==> src/rtl/dmem_arbiter.sv <==
// Two-port round-robin arbiter/sequencer in front of a single-port data memory.
// Define DMEM_ARB_FIXED_PRIO_EN to make port 0 always win ties (fixed priority).
module dmem_arbiter #(
    parameter int unsigned ADDR_W = 16,
    parameter int unsigned DATA_W = 16,
    parameter int unsigned DEPTH  = 64
) (
    input  logic              clk,
    input  logic              rst,

    input  logic              req0,
    input  logic              we0,
    input  logic [ADDR_W-1:0] addr0,
    input  logic [DATA_W-1:0] wdata0,
    output logic              gnt0,
    output logic              rvalid0,
    output logic [DATA_W-1:0] rdata0,

    input  logic              req1,
    input  logic              we1,
    input  logic [ADDR_W-1:0] addr1,
    input  logic [DATA_W-1:0] wdata1,
    output logic              gnt1,
    output logic              rvalid1,
    output logic [DATA_W-1:0] rdata1,

    output logic [ADDR_W-1:0] mem_addr,
    output logic [DATA_W-1:0] mem_din,
    output logic              mem_wea,
    input  logic [DATA_W-1:0] mem_dout,
    output logic              err
);

    localparam logic [0:0] IDLE   = 1'b0;
    localparam logic [0:0] ACCESS = 1'b1;

    logic [0:0]        state;
    logic [0:0]        state_d;
    logic              cur_id;
    logic              cur_we;
    logic              cur_oor;
`ifndef DMEM_ARB_FIXED_PRIO_EN
    logic              last_served;
`endif

    logic              load_c;
    logic              win_id_c;
    logic              win_we_c;
    logic              win_oor_c;
    logic [ADDR_W-1:0] win_addr_c;
    logic [DATA_W-1:0] win_wdata_c;

    // Winner selection and next-state logic
    always_comb begin
        state_d     = state;
        load_c      = 1'b0;
`ifdef DMEM_ARB_FIXED_PRIO_EN
        win_id_c    = req1 & ~req0;
`else
        win_id_c    = req1 & (~req0 | ~last_served);
`endif
        win_we_c    = win_id_c ? we1    : we0;
        win_addr_c  = win_id_c ? addr1  : addr0;
        win_wdata_c = win_id_c ? wdata1 : wdata0;
        win_oor_c   = (win_addr_c >= ADDR_W'(DEPTH));
        case (state)
            IDLE: begin
                if (req0 | req1) begin
                    load_c  = 1'b1;
                    state_d = ACCESS;
                end
            end
            ACCESS:  state_d = IDLE;
            default: state_d = IDLE;
        endcase
    end

    // State register plus registered memory-side and requester-side outputs
    always_ff @(posedge clk) begin
        if (rst) begin
            state    <= IDLE;
            cur_id   <= 1'b0;
            cur_we   <= 1'b0;
            cur_oor  <= 1'b0;
`ifndef DMEM_ARB_FIXED_PRIO_EN
            last_served <= 1'b1;
`endif
            gnt0     <= 1'b0;
            gnt1     <= 1'b0;
            rvalid0  <= 1'b0;
            rvalid1  <= 1'b0;
            rdata0   <= '0;
            rdata1   <= '0;
            mem_addr <= '0;
            mem_din  <= '0;
            mem_wea  <= 1'b0;
            err      <= 1'b0;
        end else begin
            state   <= state_d;
            gnt0    <= 1'b0;
            gnt1    <= 1'b0;
            rvalid0 <= 1'b0;
            rvalid1 <= 1'b0;
            mem_wea <= 1'b0;
            err     <= 1'b0;
            if (load_c) begin
                mem_addr <= win_addr_c;
                mem_din  <= win_wdata_c;
                mem_wea  <= win_we_c & ~win_oor_c;
                cur_id   <= win_id_c;
                cur_we   <= win_we_c;
                cur_oor  <= win_oor_c;
                gnt0     <= ~win_id_c;
                gnt1     <= win_id_c;
                err      <= win_oor_c;
            end
            if (state == ACCESS) begin
`ifndef DMEM_ARB_FIXED_PRIO_EN
                last_served <= cur_id;
`endif
                // Out-of-range reads return zero rather than whatever the memory drives
                if (!cur_we) begin
                    if (cur_id) begin
                        rdata1  <= cur_oor ? '0 : mem_dout;
                        rvalid1 <= 1'b1;
                    end else begin
                        rdata0  <= cur_oor ? '0 : mem_dout;
                        rvalid0 <= 1'b1;
                    end
                end
            end
        end
    end

endmodule

==> config.mk <==
export PLATFORM = sky130hd
export DESIGN_NAME = dmem_arbiter
export DESIGN_NICKNAME = d
export VERILOG_FILES = /design/src/rtl/dmem_arbiter.sv
export SDC_FILE = /design/constraint.sdc
export NUM_CORES = 1
export LEC_CHECK = 0
export CORE_MARGIN = 2
export CORE_UTILIZATION = 35
export DETAILED_ROUTE_END_ITERATION = 12
export PLACE_DENSITY = 0.75
export SLEW_MARGIN = 20
export SYNTH_ARGS = -nofsm -noshare
export SYNTH_HDL_FRONTEND = slang
export SYNTH_SLANG_ARGS = --single-unit
==> constraint.sdc <==
create_clock -name clk -period 1.7 [get_ports clk]
set_input_delay 0.51 -clock clk [delete_from_list [all_inputs] [get_ports clk]]
set_output_delay 0.51 -clock clk [all_outputs]
set_load 0.05 [all_outputs]
After elaboration in Yosys (flattened, before gate mapping)

Cells that the tools add are included.

Register bits after elaboration: 75
Input port bits: 86

Bitwise logic cells: 12
Reduce and logical (&&, ||, !) cells: 4
Mux-type cells: 9
Magnitude comparators: 1

Operators with widths:

| operator                                                                              | count |
|---|---|
| 16-bit 2-to-1 mux                                                                     | 3 |
| 16-bit by 7-bit greater-or-equal comparator with 1-bit output (second input constant) | 1 |
| 1-bit inverter                                                                        | 8 |
| 3-bit AND reduction                                                                   | 2 |
| 1-bit 2-to-1 mux                                                                      | 5 |
| 3-bit OR reduction                                                                    | 1 |
| 1-bit AND                                                                             | 2 |
| 1-bit OR                                                                              | 2 |
| 1-bit case mux with 2 select lines                                                    | 1 |
| 2-bit OR reduction                                                                    | 1 |

Depth between registers and ports, before layout

Gate-level depths: netlist of the first run.

Depth in word-level cells: 7
Depth in mapped cells: 6
Mapped depth without buffers: 4

Worst setup path after synthesis of the first run

OpenSTA, ideal clock, no wires.

Kind: input port to flip-flop
Start point: in req1
End point: reg mem_addr[13]
Stages on the path: 5
Buffers on the path: 2
Slack: 307 ps
Data arrival time: 1274 ps
Setup time: 119 ps
Cells stage by stage: a21boi_2 buf_6 buf_4 mux2i_1 o2bb2ai_1

Longest elaborated chain between the ends: 3
Elaborated cells between the ends (all ways): 5

RTL lines:

| element              | line | source |
|---|---|---|
| start, declared      | 19   | `input logic req1,` |
| 1-bit OR             | 68   | `if (req0 \| req1) begin` |
| 1-bit 2-to-1 mux     | 68   |  |
| 1-bit 2-to-1 mux     | 66   | `case (state)` |
| end signal, assigned | 107  | `mem_addr <= win_addr_c;` |
| end, declared        | 27   | `output logic [ADDR_W-1:0] mem_addr,` |

Several ways; a longest one is shown, not always the timed one.
A chain may end at the register's enable or synchronous reset.

Worst setup path after layout of the first run

Start point: in req1
End point: reg mem_din[14]

Longest elaborated chain between the ends: 3
Elaborated cells between the ends (all ways): 5

RTL lines:

| element              | line | source |
|---|---|---|
| 1-bit OR             | 68   |  |
| 1-bit 2-to-1 mux     | 68   |  |
| 1-bit 2-to-1 mux     | 66   |  |
| end signal, assigned | 108  | `mem_din <= win_wdata_c;` |
| end, declared        | 28   | `output logic [DATA_W-1:0] mem_din,` |

Several ways; a longest one is shown, not always the timed one.

==> results.py, run 1 <==
metrics = {
    "yosys": {
        "synth_ff_type": "sky130_fd_sc_hd__dfxtp_1",
        "post_synth_inst_count": 305,
        "yosys.cell_types.count": 29,
        "post_syn_nets": 391,
        "synth_async_sr_flop_share_pct": 0,
        "mappedNetlistArea_um2": 2960,
        "synth-edff-count": 0,
        "yosys_warnings": 0,
        "avgSynthCellArea_um2": 9.71,
        "synth-seq-cells": 75,
        "seq_total_area_yosys_pct": 50.7,
    },
    "finish": {
        "insertedDiodeCount": 0,
        "layout-area-overhead-vs-synth_pct": 87.7,
        "layout.cells.most_common": "sky130_fd_sc_hd__clkdlybuf4s50_1",
        "fillerInstances": 633,
        "seqCellArea_um2": 1500,
        "post_route_cells_drive_above_1_share_pct": 21.9,
        "layout.cells.non_filler": 571,
        "multi_input_comb_area_um2": 1320,
        "nets": 548,
        "layout_common_cells": "sky130_fd_sc_hd__clkdlybuf4s50_1 (85), sky130_fd_sc_hd__dfxtp_1 (75), sky130_fd_sc_hd__buf_12 (73)",
    },
    "setup_path": {
        "required_ns": 1.94,
        "critical_path_peak_fanout": 32,
        "cp_data_arrival_time_ns": 1.88,
        "cp_slowest_cell": "sky130_fd_sc_hd__clkdlybuf4s50_1",
        "setup.worst_path.end_class": "register",
        "max_stage_delay_ns": 0.48,
        "critical_path.startpoint_type": "input port",
        "path_class": "in2reg",
        "timing.critical_path.cells": "clkdlybuf4s50_1 > a21boi_4 > buf_12 > mux2i_1 > o2bb2ai_1",
        "timing.reg2reg.setup_slack_ns": 0.25,
    },
    "power_and_ir_drop": {
        "sequential_power_share_pct": 42.4,
        "cellLeakagePower_nw": 2.12,
        "netSwitchingPower_w": 0.00138,
        "power_frac_comb_pct": 28.1,
        "power-per-cell-area_nw_per_um2": 842,
        "clkPwrFrac_pct": 29.5,
        "internal_power_w": 0.00330,
        "max-vdd-ir-drop_uv": 489,
        "swShare_pct": 29.5,
    },
    "clock_tree": {
        "htreeDepth": 3,
        "num_clock_sinks": 75,
        "cts.path.max_buffers": 2,
        "clock_tree_from_tritoncts": "built",
        "count_of_cells_resized_by_post_cts_repair": 0,
        "post-cts-setup-buffers": 0,
        "insertion_delay_ns": 0.35,
        "tritoncts.num_buffers": 9,
        "root_buffer_cell": "sky130_fd_sc_hd__clkbuf_8",
        "hold_buffers": 0,
        "clock_transition_at_the_registers_of_the_reported_paths_ns": 0.08,
    },
    "placement": {
        "post-place-cells": 556,
        "portBuffers": 155,
        "dp_hpwl_um": 6740,
        "finalWeightedCongestion": 0.737,
    },
    "route": {
        "route.vias.total": 2767,
        "route.detailed.wl_per_inst_um": 15.3,
        "wirelength_um": 8760,
        "ant_nets": 0,
        "drtPass1Iterations": 4,
        "post-route-drc-count": 0,
        "detailedRoute.firstIterationViolations": 76,
        "detail_route.vias_per_cell": 4.85,
    },
    "sta": {
        "slew_violations": 0,
        "fin_setup_tns_ns": 0,
        "remaining_max_slew_budget_at_the_tightest_pin_pct": 60.6,
        "period_minus_slack_ns": 1.64,
        "final_worst_path_cycle_share_pct": 96.5,
        "report.final.hold_viol_count": 0,
        "final_setup_violation_count": 0,
        "worst-slew-pin-transition_ns": 0.591,
        "clock-skew-final_ns": 0.00783,
        "maxClockFrequency_ghz": 0.609,
        "setup_repair_after_global_routing_missed_its_margin": "false",
    },
    "grt": {
        "globalRoute.totalOverflow": 0,
        "global_route.usage.total_pct": 19.8,
        "grt_pass1_wl_um": 13900,
        "grt_antenna_before_repair": 0,
        "grt_start_max_net_pins": 35,
        "first_global_vias": 2808,
    },
    "die": {
        "fp.dieH_um": 96.0,
        "design.die.area_um2": 9210,
        "placement_rows": 33,
        "start_util_pct": 36.0,
        "pin_count": 156,
        "core_area_um2": 8220,
        "fp.dieW_um": 96.0,
    },
    "outcome": {
        "status": "complete, no violations",
    },
    "hold_path": {
        "hp-class": "reg2reg",
    },
    "run": {
        "max_cap_violations": 0,
    },
}
==> synthesized netlist by cell type, types with 2 or more instances <==
| cell type | number | area, µm² |
|---|---|---|
| sky130_fd_sc_hd__o2bb2ai_1 | 32 | 280 |
| sky130_fd_sc_hd__buf_4 | 6 | 45.0 |
| sky130_fd_sc_hd__nor2b_1 | 16 | 100 |
| sky130_fd_sc_hd__nor2_1 | 5 | 18.8 |
| sky130_fd_sc_hd__buf_6 | 2 | 22.5 |
| sky130_fd_sc_hd__and2_1 | 2 | 12.5 |
| sky130_fd_sc_hd__a22o_1 | 2 | 17.5 |
| sky130_fd_sc_hd__dfxtp_1 | 75 | 1500 |
| sky130_fd_sc_hd__buf_2 | 11 | 55.1 |
| sky130_fd_sc_hd__nor4_1 | 4 | 25.0 |
| sky130_fd_sc_hd__inv_1 | 2 | 7.51 |
| sky130_fd_sc_hd__nand2_1 | 65 | 244 |
| sky130_fd_sc_hd__clkbuf_1 | 4 | 15.0 |
| sky130_fd_sc_hd__a21oi_1 | 32 | 160 |
| sky130_fd_sc_hd__mux2i_1 | 33 | 330 |
==> area by class of cell <==
class | count | share of cell area (%)
timing repair buffer | 169 | 43.1
tap | 105 | 2.36
clock buffer | 11 | 2.72
multi-input combinational | 205 | 23.8
sequential | 75 | 27.0
clock inverter | 4 | 0.900
inverter | 2 | 0.135
==> through the flow <==
| step | setup slack, ns | util, % | cell area, µm² | total power, W | hold WS [ns] |
|---|---|---|---|---|---|
| after floorplan | 0.307 | - | 2960 | 0.00259 | 0.462 |
| after global placement | -0.255 | 65.2 | 5360 | 0.00333 | 0.470 |
| after detailed placement | -0.296 | 65.2 | 5360 | 0.00334 | 0.485 |
| after CTS | 0.0773 | 67.7 | 5560 | 0.00473 | 0.497 |
| after global routing | 0.00409 | 67.7 | 5560 | 0.00489 | 0.514 |
| final | 0.0590 | 67.7 | 5560 | 0.00468 | 0.493 |
==> registers in the layout, summed over array words and instances, names as in the netlist <==
register / cells
last_served: 1
rdata0: 16
gnt1: 1
rvalid0: 1
mem_addr: 16
cur_we: 1
mem_wea: 1
err: 1
mem_din: 16
gnt0: 1
cur_oor: 1
rvalid1: 1
state: 1
rdata1: 16
cur_id: 1
==> power by group through the flow <==
stage	clock network, W	logic, W	registers, W
finish	0.00138	0.00131	0.00198
floorplan	0	0.000290	0.00230
CTS	0.00142	0.00132	0.00199
detailed placement	0	0.00132	0.00202
global placement	0	0.00131	0.00202
global route	0.00151	0.00138	0.00200
==> path summary, 6_finish.rpt <==
kind / start / endpoint / cells after the start
setup / recovery: req1 / mem_din[14]$_SDFFE_PP0P_ / 5
hold / removal: rdata1[6]$_SDFFE_PP0P_ / rdata1[6]$_SDFFE_PP0P_ / 2
setup reg to reg: state$_SDFF_PP0_ / rdata0[6]$_SDFFE_PP0P_ / 3
hold reg to reg: rdata1[6]$_SDFFE_PP0P_ / rdata1[6]$_SDFFE_PP0P_ / 2
==> critical path, delay by kind of cell <==
| family | cells | cell delay, ns |
|---|---|---|
| mux | 1 | 0.27 |
| buf+inv | 2 | 0.75 |
| compound gates | 2 | 0.34 |
==> layer usage <==
layer  track usage, %  up-vias  wire [µm]
met5                0        -          0
met3             8.07       10       1030
li1                 -     1375          -
met1             23.3     1249       3350
met2             32.1      133       4260
met4             7.50        0        123
==> logic make-up after synthesis <==
| kind of cell | Yosys count | share of synthesized area (%) |
|---|---|---|
| compound gates | 70 | 16.7 |
| buf+inv | 25 | 4.90 |
| flops | 75 | 50.7 |
| mux | 34 | 11.5 |
| simple gates | 101 | 16.2 |
(Power assumes the default switching activity.)
==> inputs of run 2 (changes only) <==
Settings changed: CAP_MARGIN set to 20.
==> results of run 2 <==
Final layout, timing and power as in run 1 (identical DEF).
